==> src/rtl/mema_ctrl_pkg.sv <==
// Shared definitions for the A/B array-feed controllers: FSM state encoding
// and the length of the systolic shift sequence.
package mema_ctrl_pkg;

   // Controller states, shared with the B-side controller.
   typedef enum logic [2:0] {
      IDLE   = 3'd0,
      LOAD   = 3'd1,
      LOADED = 3'd2,
      SHIFT  = 3'd3,
      DONE   = 3'd4
   } mema_state_e;

   // A DIM x DIM matrix needs 2*DIM-1 shift cycles to drain diagonally
   // through the array.
   function automatic int unsigned shift_len(input int unsigned dim);
      return (2 * dim) - 1;
   endfunction

endpackage : mema_ctrl_pkg

==> src/rtl/mema_ctrl.sv <==
// A-side matrix controller: accepts DIM rows over a valid/ready handshake,
// writes each into the A buffer one cycle later, then on start drives the
// shift enable for the full diagonal drain and pulses done.
module mema_ctrl
   import mema_ctrl_pkg::*;
#(
   parameter int BITS_AB = 8,
   parameter int DIM     = 8
) (
   input  logic                                        clk,
   input  logic                                        rst_n,
   input  logic                                        row_valid,
   input  logic signed [DIM-1:0][BITS_AB-1:0]          row_data,
   output logic                                        row_ready,
   input  logic                                        start,
   output logic                                        WrEn,
   output logic [((DIM > 1) ? $clog2(DIM) : 1)-1:0]    Arow,
   output logic signed [DIM-1:0][BITS_AB-1:0]          Ain,
   output logic                                        en,
   output logic                                        busy,
   output logic                                        done
);

   // Row index width; a single-row matrix still needs a 1-bit index port.
   localparam int AW  = (DIM > 1) ? $clog2(DIM) : 1;
   // Row counter must reach DIM without wrapping.
   localparam int RCW = $clog2(DIM + 1);
   // Shift counter only needs to reach 2*DIM-2 (index of the last en cycle).
   localparam int SCW = $clog2(2 * DIM);

   localparam logic [RCW-1:0] ROW_LAST   = RCW'(DIM - 1);
   localparam logic [SCW-1:0] SHIFT_LAST = SCW'(shift_len(DIM) - 1);

   mema_state_e                        state_q, state_d;
   logic [RCW-1:0]                     row_cnt_q, row_cnt_d;
   logic [SCW-1:0]                     sh_cnt_q, sh_cnt_d;

   logic                               wren_q, wren_d;
   logic [AW-1:0]                      arow_q, arow_d;
   logic signed [DIM-1:0][BITS_AB-1:0] ain_q, ain_d;
   logic                               en_q, en_d;
   logic                               busy_q, busy_d;
   logic                               done_q, done_d;

   logic                               ready_st;
   logic                               xfer;

   // Ready is a pure state decode; it is additionally held low while reset
   // is asserted so upstream never sees ready during reset.
   assign ready_st  = (state_q == IDLE) || (state_q == LOAD);
   assign row_ready = ready_st && rst_n;
   assign xfer      = row_valid && ready_st;

   // Next-state, counter and registered-output logic.
   always_comb begin
      state_d   = state_q;
      row_cnt_d = row_cnt_q;
      sh_cnt_d  = sh_cnt_q;

      unique case (state_q)
         IDLE: begin
            if (xfer) begin
               row_cnt_d = row_cnt_q + 1'b1;
               state_d   = (DIM == 1) ? LOADED : LOAD;
            end
         end
         LOAD: begin
            if (xfer) begin
               row_cnt_d = row_cnt_q + 1'b1;
               if (row_cnt_q == ROW_LAST) begin
                  state_d = LOADED;
               end
            end
         end
         LOADED: begin
            if (start) begin
               state_d  = SHIFT;
               sh_cnt_d = '0;
            end
         end
         SHIFT: begin
            if (sh_cnt_q == SHIFT_LAST) begin
               state_d = DONE;
            end else begin
               sh_cnt_d = sh_cnt_q + 1'b1;
            end
         end
         DONE: begin
            // Counters are cleared on the way back to IDLE.
            state_d   = IDLE;
            row_cnt_d = '0;
            sh_cnt_d  = '0;
         end
         default: begin
            state_d   = IDLE;
            row_cnt_d = '0;
            sh_cnt_d  = '0;
         end
      endcase

      // Write strobe follows the accepted transfer by one cycle; index and
      // data hold their last values between writes.
      wren_d = xfer;
      arow_d = xfer ? row_cnt_q[AW-1:0] : arow_q;
      ain_d  = xfer ? row_data : ain_q;

      // Status outputs are registered decodes of the upcoming state, so
      // they line up exactly with the state they describe.
      en_d   = (state_d == SHIFT);
      done_d = (state_d == DONE);
      busy_d = (state_d != IDLE);
   end

   // State, counters and output registers with asynchronous active-low reset.
   always_ff @(posedge clk or negedge rst_n) begin
      if (!rst_n) begin
         state_q   <= IDLE;
         row_cnt_q <= '0;
         sh_cnt_q  <= '0;
         wren_q    <= 1'b0;
         arow_q    <= '0;
         ain_q     <= '0;
         en_q      <= 1'b0;
         busy_q    <= 1'b0;
         done_q    <= 1'b0;
      end else begin
         state_q   <= state_d;
         row_cnt_q <= row_cnt_d;
         sh_cnt_q  <= sh_cnt_d;
         wren_q    <= wren_d;
         arow_q    <= arow_d;
         ain_q     <= ain_d;
         en_q      <= en_d;
         busy_q    <= busy_d;
         done_q    <= done_d;
      end
   end

   assign WrEn = wren_q;
   assign Arow = arow_q;
   assign Ain  = ain_q;
   assign en   = en_q;
   assign busy = busy_q;
   assign done = done_q;

endmodule : mema_ctrl

==> config.mk <==
export PLATFORM = sky130hd
export DESIGN_NAME = mema_ctrl
export DESIGN_NICKNAME = d
export VERILOG_FILES = /design/src/rtl/mema_ctrl_pkg.sv /design/src/rtl/mema_ctrl.sv
export SDC_FILE = /design/constraint.sdc
export NUM_CORES = 1
export LEC_CHECK = 0
export CORE_ASPECT_RATIO = 0.6
export CORE_UTILIZATION = 39
export DETAILED_ROUTE_END_ITERATION = 16
export PLACE_DENSITY_LB_ADDON = 0.08
export REMOVE_ABC_BUFFERS = 1
export SLEW_MARGIN = 20
export SYNTH_ARGS = -nofsm -noshare
export SYNTH_HDL_FRONTEND = slang
export SYNTH_SLANG_ARGS = --single-unit
==> constraint.sdc <==
create_clock -name clk -period 1.75 [get_ports clk]
set_input_delay 0.4375 -clock clk [delete_from_list [all_inputs] [get_ports clk]]
set_output_delay 0.4375 -clock clk [all_outputs]
set_load 0.01 [all_outputs]
# Yosys cells after proc, flatten, opt, wreduce, memory -nomap -nowiden
# Index checks and enable logic that the tools add are counted.
[word_totals]
reg_bits = 82
output_inout_bits = 72
wordCells = 50
[op_classes]
n_addsub = 2
eq_ne = 10
n_mux = 11
bitwise = 2
n_reduce_logical = 9
[ops]
columns = ["op", "count"]
rows = [
  ["2-to-1 mux 3 bit", 5],
  ["2-to-1 mux 4 bit", 3],
  ["case mux 3 bit (4 select lines)", 1],
  ["case mux 4 bit (3 select lines)", 1],
  ["== test 3 x 2 -> 1 bit, second input constant", 3],
  ["adder 4 x 1 -> 4 bit, second input constant", 2],
  ["case mux 4 bit (2 select lines)", 1],
  ["== test 4 x 3 -> 1 bit, second input constant", 1],
  ["== test 4 bit, second input constant", 1],
  ["!= test 2 bit, second input constant", 2],
  ["OR reduction 2 bit", 2],
  ["== test 3 x 1 -> 1 bit, second input constant", 1],
  ["== test 3 bit, second input constant", 1],
  ["logical NOT 3 bit", 1],
  ["AND reduction 3 bit", 1],
  ["nonzero test 3 bit", 1],
  ["logical AND 1 bit", 2],
  ["!= test 2 x 1 -> 1 bit, second input constant", 1],
  ["NOT 1 bit", 2],
  ["AND reduction 2 bit", 1],
  ["logical OR 1 bit", 1],
]

# Depth between registers and ports, before layout
# Gate-level depths: netlist of run 1.
[depth]
depth_word = 6
mapped_depth = 7

# Least setup slack after synthesis of run 1
# No wires, ideal clock.
[synth_timing]
path_type = "input to register"
start = "in row_valid"
end = "reg ain_q (netlist bit Ain[32])"
setup_ps = 127
arrival_time_ps = 1518
required_time_ps = 1623
path_slack_ps = 105
stages = 6
path_buffers = 3
path_cell_list = "or3b_1 buf_6 clkinv_4 buf_12 buf_8 mux2_1"
[synth_via]
elab_chain_cells = 1
[synth_rtl]
columns = ["item", "line", "text"]
rows = [
  ["start, declared", "mema_ctrl.sv:12", "input logic row_valid,"],
  ["logical AND 1 bit", "mema_ctrl.sv:52", "assign xfer = row_valid && ready_st;"],
  ["via wren_d", "mema_ctrl.sv:38", "logic wren_q, wren_d;"],
  ["end signal, assigned", "mema_ctrl.sv:132", "ain_q <= ain_d;"],
  ["end, declared", "mema_ctrl.sv:40", "logic signed [DIM-1:0][BITS_AB-1:0] ain_q, ain_d;"],
]
# The timed path passes the listed nets, and every way through them passes these cells.
# A chain may end at the register's enable or synchronous reset.

# Worst setup path in the final report of run 1
[layout_timing]
start = "reg ain_q (netlist bit Ain[37])"
end = "out Ain[37] (netlist bit)"
[layout_rtl]
columns = ["item", "line", "text"]
rows = [
  ["end, declared", "mema_ctrl.sv:18", "output logic signed [DIM-1:0][BITS_AB-1:0] Ain,"],
]
# No word-level cell between the ends.

==> results of run 1 <==
## layout make-up
class,count,area share
Clock buffer,9,0.0418
Clock inverter,7,0.0218
Sequential cell,82,0.380
Inverter,7,0.00719
Tap cell,108,0.0251
Timing Repair inverter,1,0.00162
Multi-Input combinational cell,117,0.216
Timing Repair Buffer,157,0.306
## cells by family after synthesis
kind of cell | synth area share
DFF | 0.611
muxes | 0.256
and+or+nand+nor | 0.0518
buffers and inverters | 0.0440
AOI/OAI and AO/OA | 0.0209
adders and majority gates | 0.0112
xor gates and xnor gates | 0.00522
## path summary, 6_finish.rpt
check	from	end	slack [ns]
worst max-delay path	Ain[37]	Ain[37]	0.05
worst min-delay path	rst_n	Ain[8]	0.07
worst max register to register	state_q[1]	Ain[15]	0.13
worst min register to register	Ain[43]	Ain[43]	0.49
max in group asynchronous	rst_n	Ain[49]	0.62
min in group clk	Ain[43]	Ain[43]	0.49
## synthesized netlist by cell type (all sizes together)
cell | count | share of area
dfrtp | 82 | 0.61
mux2 | 67 | 0.25
buf | 8 | 0.032
inv | 6 | 0.0067
nand2 | 5 | 0.0056
nand3 | 5 | 0.0075
nor2 | 4 | 0.0045
ha | 3 | 0.011
mux2i | 3 | 0.0089
nand3b | 3 | 0.0067
o21ai | 3 | 0.0045
a211oi | 2 | 0.0045
a21oi | 2 | 0.0030
and2 | 2 | 0.0037
clkbuf | 2 | 0.0022
nor2b | 2 | 0.0037
nor3 | 2 | 0.0030
a22oi | 1 | 0.0022
and3 | 1 | 0.0019
and3b | 1 | 0.0026
clkinv | 1 | 0.0026
nand2b | 1 | 0.0019
nand4 | 1 | 0.0019
nor3b | 1 | 0.0022
o211ai | 1 | 0.0022
o22ai | 1 | 0.0019
o41ai | 1 | 0.0026
or3 | 1 | 0.0019
or3b | 1 | 0.0026
or4 | 1 | 0.0022
xnor2 | 1 | 0.0026
xor2 | 1 | 0.0026
## what timing repair did
item | in CTS | in global routing
gates resized for setup | 3 | 4
buffers inserted | 0 | 1
setup endpoints to repair | 45 | 43
gates cloned | 0 | 5
## cell usage in the layout, fill, tap and decap left out, types with 3 or more instances in the layout
master / Yosys / routed
mux2_2: 40 / 40
mux2i_1: 3 / 3
clkbuf_16: 0 / 13
ha_1: 3 / 3
mux2_1: 7 / 7
o21ai_0: 3 / 3
nor2_1: 4 / 4
nand3b_1: 3 / 3
nand2_1: 5 / 5
buf_4: 3 / 10
buf_12: 3 / 4
dfrtp_1: 82 / 82
clkdlybuf4s50_1: 0 / 135
inv_1: 6 / 6
nand3_1: 5 / 5
mux2_4: 20 / 20
bufinv_16: 0 / 3
## report_power, final
part | switching, mW | leakage [nW] | total, mW | internal [mW]
clock | 0.748 | 0.169 | 2.14 | 1.39
combinational | 1.53 | 1.18 | 4.30 | 2.77
sequential | 0.543 | 0.973 | 3.37 | 2.83
## per-layer routing
metal	vias up	share of wire	global-route usage	wire [µm]
li1	1076	-	-	-
met4	0	0.011	0.0576	84
met2	103	0.42	0.245	3320
met5	-	0	0	0
met3	11	0.11	0.0908	858
met1	1144	0.46	0.235	3680
## registers in the layout, summed over array words and instances, names as in the netlist
register and flops:
state_q 3, Arow 3, row_cnt_q 4, Ain 64, sh_cnt_q 4, en 1, busy 1, done 1
WrEn 1
## stage by stage
| step | worst slack, ns | utilization | instances |
|---|---|---|---|
| after CTS | 0.0125 | 0.650 | 482 |
| after global placement | -0.355 | 0.606 | 466 |
| after floorplan | -0.123 | - | 206 |
| final | 0.0537 | 0.666 | 488 |
| after global routing | -0.00380 | 0.666 | 488 |
| after detailed placement | -0.392 | 0.606 | 466 |
==> flow_summary.ini, run 1 <==
[status]
outcome = finished, final reports clean

[floorplanning]
fp-row-count = 25
pin_count = 140
dieArea_um2 = 9000
initial_utilization = 0.415
die_w_um = 122
core_um2 = 8100
die_h_um = 73.9

[worst_setup_path]
path_delay_family = buffers and inverters
path_cells = clkdlybuf4s50_1
ff2ff_path_depth = 4
worst-path-buf-inv = 1
critPathLaunchType = register
crit_arrival_ns = 1.26
critPathSlowestCell = clkdlybuf4s50_1
crit_fanout = 2
worst_setup_path_end_kind = output pin
max_stage_delay_ns = 0.56
worstSetupPathType = register to output pin
cp_data_required_time_ns = 1.31
cp_num_cells = 1

[layout]
stdcell_area_um2 = 5390
antennaDiodeCount = 0
multi_input_area_um2 = 1160
nFillCells = 621
synthToLayoutAreaGrowth_pct = 60.6
seq_area_um2 = 2050
drive_above_1_share = 0.261
layout.nets = 446

[yosys]
yosysSeqAreaShare = 0.611
synth_seq_cells = 82
ys.warnings.count = 0
synth.cell_area_um2 = 3360
syn_inst = 216
synth_cell_types = 37
synth.avg_cell_area_um2 = 15.5

[global_route]
grt_max_degree = 64
antenna_found_initial = 0
grt_pass1_vias = 2324
grt_pass1_wl_um = 11700
grt-ovfl-total = 0
track_usage = 0.176

[power]
p_leak_nw = 2.32
p_total_mw = 9.81
ir_drop_v = 0.00108
powerDensity_nw_per_um2 = 1820

[sta]
drv_slew = 0
min_period_ns = 1.70
timing.final.crit_share = 0.969
hold_ws_ns = 0.0705
slew_headroom = 0.472
clock.fmax_mhz = 590
worst_slew_pin_slew_ns = 0.792
finalSetupViolations = 0
finalSetupTns_ns = 0
finClkSkew_ns = 0.00617
hold_violations = 0

[placement]
gp_congestion = 0.735
post-dp-hpwl_um = 5290
place_area_um2 = 4910
io_buffers = 139

[route]
ant_nets = 0
wl_per_cell_um = 16.3
firstDrtPassIters = 4
viasPerCell = 4.78
drt_iter0_markers = 72
routed_wl_um = 7930
drc_errors = 0
via_count = 2334

[clock_tree]
cts_tree = built
htreeDepth = 3
clk_pin_slew_worst_paths_ns = 0.06
clk_latency_ns = 0.33
numCtsBuffers = 9
clockBufferDepth = 2
clk_root_buffer_cell = clkbuf_16
postCtsHoldBufs = 0
cts_num_sinks = 82

[run]
max_cap_viol_count = 0

[min_path]
hold_path_class = input pin to asynchronous set/reset pin
Note: power is estimated with default switching activity, not from simulation.
==> inputs of run 2 (changes only) <==
--- a/config.mk
+++ b/config.mk
@@ -7,6 +7,8 @@
 export LEC_CHECK = 0
 export CORE_ASPECT_RATIO = 0.6
 export CORE_UTILIZATION = 39
+export CTS_BUF_LIST = sky130_fd_sc_hd__clkbuf_8
+export CTS_CLUSTER_SIZE = 30
 export DETAILED_ROUTE_END_ITERATION = 16
 export PLACE_DENSITY_LB_ADDON = 0.08
 export REMOVE_ABC_BUFFERS = 1
==> run 2 against run 1 <==
Net effect: critical path type unchanged; largest power group unchanged; highest routed layer unchanged; first-iteration DRC count shrank 24%; final area shrank 2.9%; die area did not move; sequential power hardly changed; sequential cell count unchanged; clock skew grew 0.0054 ns; combinational power is 6.5% lower; power shrank 8.4%; setup slack gained 0.0042 ns; clock power shrank 24%.
==> flow_summary.ini, run 2 (synthesis results as in run 1) <==
[floorplanning]
core_um2 = 8100
dieArea_um2 = 9000
die_w_um = 122
fp-row-count = 25
pin_count = 140
die_h_um = 73.9
initial_utilization = 0.415

[layout]
final_common_cell = clkdlybuf4s50_1
stdcell_area_um2 = 5240
layout_common_cells = clkdlybuf4s50_1 (104), dfrtp_1 (82), mux2_2 (40)
nFillCells = 643
layout.nets = 440
drive_above_1_share = 0.249
synthToLayoutAreaGrowth_pct = 56.0
largest_reg_flops = 64
antennaDiodeCount = 0

[worst_setup_path]
path_delay_family = buffers and inverters
crit_arrival_ns = 1.25
worst_setup_path_end_kind = output pin
worst-path-buf-inv = 1
crit_fanout = 2
path_cells = clkdlybuf4s50_1
critPathSlowestCell = clkdlybuf4s50_1
max_stage_delay_ns = 0.55
critPathLaunchType = register
cp_data_required_time_ns = 1.31
worstSetupPathType = register to output pin

[clock_tree]
clk_root_buffer_cell = clkbuf_8
clk_latency_ns = 0.36
cts_tree = built
htreeDepth = 3
clk_pin_slew_worst_paths_ns = 0.08
cts_num_sinks = 82
clockBufferDepth = 2
numCtsBuffers = 9
cts.repair_timing.setup_buffer_count = 0

[min_path]
hold_path_class = input pin to asynchronous set/reset pin

[sta]
finalSetupViolations = 0
timing.final.ws_setup_ns = 0.0579
slew_headroom = 0.476
drv_slew = 0
hold_violations = 0
finClkSkew_ns = 0.0115
clock.fmax_mhz = 591
finalSetupTns_ns = 0
timing.final.crit_share = 0.967
min_period_ns = 1.69
worst_slew_pin_slew_ns = 0.786

[route]
drt_iter0_markers = 55
viasPerCell = 4.75
ant_nets = 0
wl_per_cell_um = 15.5
firstDrtPassIters = 4
drc_errors = 0
via_count = 2289
routed_wl_um = 7450

[power]
p_seq_frac = 0.372
ir_drop_v = 0.00105
swShare = 0.298
p_switching_mw = 2.68
p_comb_frac = 0.447
p_int_mw = 6.31
p_leak_nw = 2.50
p_total_mw = 8.99
powerDensity_nw_per_um2 = 1720
clkPwrFrac = 0.181

[run]
max_cap_viol_count = 0

[placement]
place_area_um2 = 4910
post-dp-hpwl_um = 5290
gp_congestion = 0.735
place_ws_ns = -0.392
io_buffers = 139

[status]
outcome = finished, final reports clean

[global_route]
grt-ovfl-total = 0
grt_max_degree = 64
antenna_found_initial = 0
track_usage = 0.174
grt_pass1_wl_um = 11500
grt_pass1_vias = 2308
[run 2: stage by stage]
stage / hold slack (ns) / std cells / utilization
floorplan: 0.142 / 206 / -
CTS: 0.0401 / 482 / 0.636
global placement: 0.434 / 466 / 0.606
finish: 0.0489 / 482 / 0.647
global route: 0.0483 / 482 / 0.647
detailed placement: 0.441 / 466 / 0.606
[run 2: what timing repair did]
item	4_1_cts	5_1_grt
setup endpoints to repair	7	60
hold buffers	0	0
resized for setup	5	33
[run 2: power groups by stage]
stage                     logic (mW)  registers [mW]  clock network [mW]
after floorplan                 1.45            3.74                   0
after global placement          4.11            3.36                   0
after detailed placement        4.16            3.39                   0
after CTS                       4.15            3.37                1.68
after global routing            4.32            3.48                1.76
final                           4.02            3.34                1.63
[run 2: area by class of cell]
| cell class | count | area [µm²] | share of cell area |
|---|---|---|---|
| flip-flops and latches | 82 | 2050 | 0.392 |
| clock inverters | 7 | 118 | 0.0225 |
| clock buffers | 9 | 124 | 0.0236 |
| multi-input cells | 117 | 1160 | 0.222 |
| inverters | 7 | 38.8 | 0.00740 |
| repair buffers | 152 | 1610 | 0.307 |
| well taps | 108 | 135 | 0.0258 |
[run 2: final timing paths]
check	slack (ns)	depth (start not counted)	startpoint	end
worst max-delay path	0.06	1	Ain[51]	Ain[51]
worst min-delay path	0.05	2	rst_n	Ain[13]
worst max register to register	0.15	4	state_q[1]	row_cnt_q[3]
worst min register to register	0.49	1	Ain[33]	Ain[33]
max in group asynchronous	0.65	3	rst_n	sh_cnt_q[1]
min in group clk	0.49	1	Ain[33]	Ain[33]
[run 2: per-layer routing]
layer | vias up | share of wire | global-route usage
li1 | 1063 | - | -
met2 | 99 | 0.41 | 0.240
met3 | 9 | 0.11 | 0.0901
met5 | - | 0 | 0
met4 | 0 | 0.012 | 0.0576
met1 | 1118 | 0.47 | 0.234
==> RTL change 1: new RTL, settings of run 1 <==
The parameter `DIM` goes from 8 to 4.
--- a/src/rtl/mema_ctrl.sv
+++ b/src/rtl/mema_ctrl.sv
@@ -6,5 +6,5 @@
 #(
    parameter int BITS_AB = 8,
-   parameter int DIM     = 8
+   parameter int DIM     = 4
 ) (
    input  logic                                        clk,
Ports: changed (resized Ain, Arow and row_data); port bits go from 140 to 75. No check against the original RTL was run, so the function may have changed too.
==> RTL change 1 against run 1 <==
Synthesized cell count decreased by 37%; routed wire length decreased by 48%; clock skew decreased by 0.0035 ns; clock power decreased by 70%; area after synthesis decreased by 43%; global-route usage decreased by 0.50 points; hold slack improved by 0.17 ns; cell area decreased by 47%; sequential cell count decreased by 35; power decreased by 52%; setup slack improved by 0.059 ns.
==> RTL change 1: results (changes against run 1) <==
Critical Path AT: 1.86 ns (+0.60 ns)
Synth unique cells: 31 (-16%)
Num CTS Buffers: 5 (-4)
Pin count of the biggest net entering global routing: 48 (-25%)
Initial antenna violation count: 0 (unchanged)
Setup TNS: 0 ns (unchanged)
TritonRoute pass-1 iters: 4 (unchanged)
Max Cap Viol: 0 (unchanged)
Root Buffer: clkbuf_8
Hold Crit Class: in -> async
Total number of vias: 1,330 (-43%)
Synth Warn #: 0 (unchanged)
Largest register FFs: 32 (-50%)
Status: completed
Post-DP HPWL: 2.84 mm (-46%)
CP delay by family, top: simple AND/OR/NAND/NOR gates
First-pass GRT wire length: 6.71 mm (-43%)
Seq/Total Area, Yosys: 61.2% (+0.13 points)
Largest cells by area after synthesis: dfrtp_1 61%, mux2_1 15%, mux2_2 5.3%
Critical path's slowest cell: or4_1
Vias/cell: 4.75 (-0.69%)
Nets: 256 (-43%)
Most instantiated cells after synthesis: 47 x dfrtp_1, 25 x mux2_1, 9 x mux2_2, 8 x nand2_1
Syn Inst Count: 136 (-37%)
Final setup skew: 0.00265 ns (-0.00352 ns)
CTS Buffer Depth: 2 (unchanged)
Maximum fanout along the worst path: 4 (+2)
Drt initial violations: 59 (-18%)
CTS clk-pin slew, worst paths: 0.09 ns (+0.03 ns)
Routed len/inst: 14.6 microns (-10%)
Share of cells above drive strength 1: 13.8% (-12 points)
N_diodes: 0 (unchanged)
Routability-driven placement congestion ratio: 0.811 (+10%)
LEAKAGE: 1.20 nW (-48%)
Placed Cells incl. Taps: 271 (-42%)
VDD IR max: 0.850 mV (-21%)
Gr usage total: 17.1% (-0.50 points)
Post-synth ARST share: 100% (unchanged)
H-tree level count: 2 (-1)
CP peak stage delay: 0.52 ns (-0.04 ns)
Clock latency on the worst-skew pair: 0.29 ns (-0.04 ns)
I/O Buffers: 74 (-47%)
Max-slew headroom: 60.4% (+13 points)
Antenna-violating nets left: 0 (unchanged)
Vias in the first global route: 1,364 (-41%)
RTL change 1: changes by cell type in the layout (fill, tap and decap cells not counted), sizes merged, moves of 3 or more:
cell,before,now
inv,7,4
buf,15,7
nand2,5,9
mux2,67,34
dfrtp,82,47
clkbuf,13,5
clkdlybuf4s50,135,72
clkinv,5,1
bufinv,3,0
nand3b,3,0
nand3,5,2
RTL change 1: path summary, 6_finish.rpt:
path                       slack, ns        start  depth (start not counted)      endpoint
setup / recovery                0.11  sh_cnt_q[0]                          5   sh_cnt_q[1]
hold / removal                  0.24        rst_n                          2            en
setup reg to reg                0.11  sh_cnt_q[0]                          5   sh_cnt_q[1]
hold reg to reg                 0.49      Ain[31]                          1       Ain[31]
max in group asynchronous       1.11        rst_n                          2  row_cnt_q[0]
min in group clk                0.49      Ain[31]                          1       Ain[31]
RTL change 1: what timing repair did:
action                                 4_1_cts  5_1_grt
cloned                                       0        0
setup buffers                                0        1
gates resized for setup                      1        2
endpoints found under the hold margin        0        0
setup endpoints to repair                    1        1
RTL change 1: kinds of logic (layout without fill, tap and decap cells):
group | count (synthesis) | count (layout) | share of synthesized area, %
flip-flops | 47 | 47 | 61.2
multiplexers | 36 | 36 | 21.0
AND/OR/NAND/NOR | 26 | 26 | 7.49
AO/OA/AOI/OAI | 11 | 11 | 3.78
buffers and inverters | 11 | 92 | 3.45
adder cells (fa/ha/maj) | 4 | 4 | 2.61
XOR/XNOR | 1 | 1 | 0.456
RTL change 1: layout make-up:
type | count | area (sq um)
Fill cell | 388 | 1820
Clock buffer | 5 | 68.8
Sequential cell | 47 | 1180
Multi-Input combinational cell | 78 | 691
Tap cell | 63 | 78.8
Timing Repair Buffer | 80 | 792
Inverter | 4 | 15.0
Clock inverter | 3 | 20.0
RTL change 1: metal layers:
metal / track usage [%] / part of all wire (%) / up-vias
met5: 0 / 0 / -
met1: 23.8 / 48 / 638
met2: 25.2 / 43 / 50
met4: 6.03 / 1.1 / 0
li1: - / - / 637
met3: 5.42 / 7.7 / 5
RTL change 1: power breakdown:
group | switching [mW] | internal (mW) | total [mW]
Sequential | 0.297 | 1.60 | 1.90
Combinational | 0.859 | 1.31 | 2.17
Clock | 0.361 | 0.278 | 0.639
Total | 1.52 | 3.19 | 4.71
RTL change 1: stage by stage:
stage | util (%) | setup slack [ns] | power [mW] | cell area, sq um
2_1_floorplan | - | -0.881 | 2.84 | 1870
3_3_place_gp | 58.8 | -0.128 | 3.99 | 2740
3_5_place_dp | 58.8 | -0.143 | 4.07 | 2740
4_1_cts | 60.7 | 0.0732 | 4.75 | 2830
5_1_grt | 61.0 | 0.0287 | 5.04 | 2840
6_report | 61.0 | 0.113 | 4.71 | 2840
==> RTL change 2: new RTL, flow settings as in run 1 <==
Without the edit above. The 5 states of `mema_state_e` get a one-hot encoding in 5 bits.
--- a/src/rtl/mema_ctrl_pkg.sv
+++ b/src/rtl/mema_ctrl_pkg.sv
@@ -4,10 +4,10 @@
 
    // Controller states, shared with the B-side controller.
-   typedef enum logic [2:0] {
-      IDLE   = 3'd0,
-      LOAD   = 3'd1,
-      LOADED = 3'd2,
-      SHIFT  = 3'd3,
-      DONE   = 3'd4
+   typedef enum logic [4:0] {
+      IDLE   = 5'b00001,
+      LOAD   = 5'b00010,
+      LOADED = 5'b00100,
+      SHIFT  = 5'b01000,
+      DONE   = 5'b10000
    } mema_state_e;
 
Check against the original RTL: same outputs for any inputs over 10 cycles, from zero or initial values and one cycle with rst_n low; not proved beyond that.
==> RTL change 2 against run 1 <==
The run now ends with negative setup slack left; first-iteration DRC count rose to 2.7 times the old value; routed wire length grew 11%; sequential cell count grew 2; cell area increased by 8.4%; area after synthesis up 8.6%; largest power group unchanged; combinational power up 22%; clock skew shrank 0.0015 ns; power increased by 8.3%; critical endpoint is now row_ready; setup slack got worse by 0.17 ns.
==> RTL change 2: results (changes against run 1) <==
Status: finished with violations
Failing checks: negative setup slack
Post-DP HPWL: 5.76 mm (+8.9%)
CP peak stage delay: 0.59 ns (+0.03 ns)
Critical Path AT: 1.43 ns (+0.17 ns)
LEAKAGE: 2.57 nW (+11%)
R2R cell count: 8 (+4)
VDD IR max: 0.838 mV (-22%)
Post-synthesis xor/xnor area fraction: 1.48% (+0.95 points)
Filler instances: 660 (+6.3%)
Worst Setup Slack, final: -0.113 ns (-0.166 ns)
# setup viols final: 46 (+46)
CP delay by family, top: flip-flops
Post-Layout Cell Count: 521 (+6.8%)
Pin count of the biggest net entering global routing: 85 (+33%)
Metal-1 WL: 4.17 mm (+13%)
R2r endpoint: Ain[39]
Vias/cell: 4.82 (+0.73%)
CTS resizes: 14 (+11)
Met1 usage: 26.0% (+2.5 points)
Drt initial violations: 197 (+170%)
Share of cells above drive strength 1: 31.1% (+5.0 points)
Max-slew headroom: 69.7% (+23 points)
Mean Syn Cell Area: 15.5 sq um (-0.17%)
Routability-driven placement congestion ratio: 0.783 (+6.5%)
DR WL met2: 3.60 mm (+8.7%)
Switching Share: 28.3% (-0.45 points)
Largest cells by area after synthesis: dfrtp_1 57%, mux2_4 16%, mux2_2 8.3%
First-pass GRT wire length: 14.0 mm (+20%)
## RTL change 2: power by group through the flow
stage	Clock, mW	Combinational, mW	Sequential, mW
finish	2.09	5.23	3.30
global placement	0	4.60	3.28
global route	2.26	5.55	3.41
detailed placement	0	4.62	3.32
floorplan	0	1.82	3.69
CTS	2.16	5.02	3.31
## RTL change 2: worst max path at each step
| stage | end | slack [ns] |
|---|---|---|
| floorplan | Ain[16] | -0.32 |
| global placement | row_ready | -0.17 |
| detailed placement | row_ready | -0.20 |
| CTS | row_ready | -0.17 |
| global route | row_ready | -0.20 |
| finish | row_ready | -0.11 |
## RTL change 2: cell type report
class	instances	area (sq um)	area share, %
Sequential cell	84	2100	36.0
Timing Repair Buffer	169	1830	31.3
Multi-Input combinational cell	137	1410	24.1
Clock buffer	12	267	4.56
Tap cell	112	140	2.40
Clock inverter	4	70.1	1.20
Inverter	3	23.8	0.407
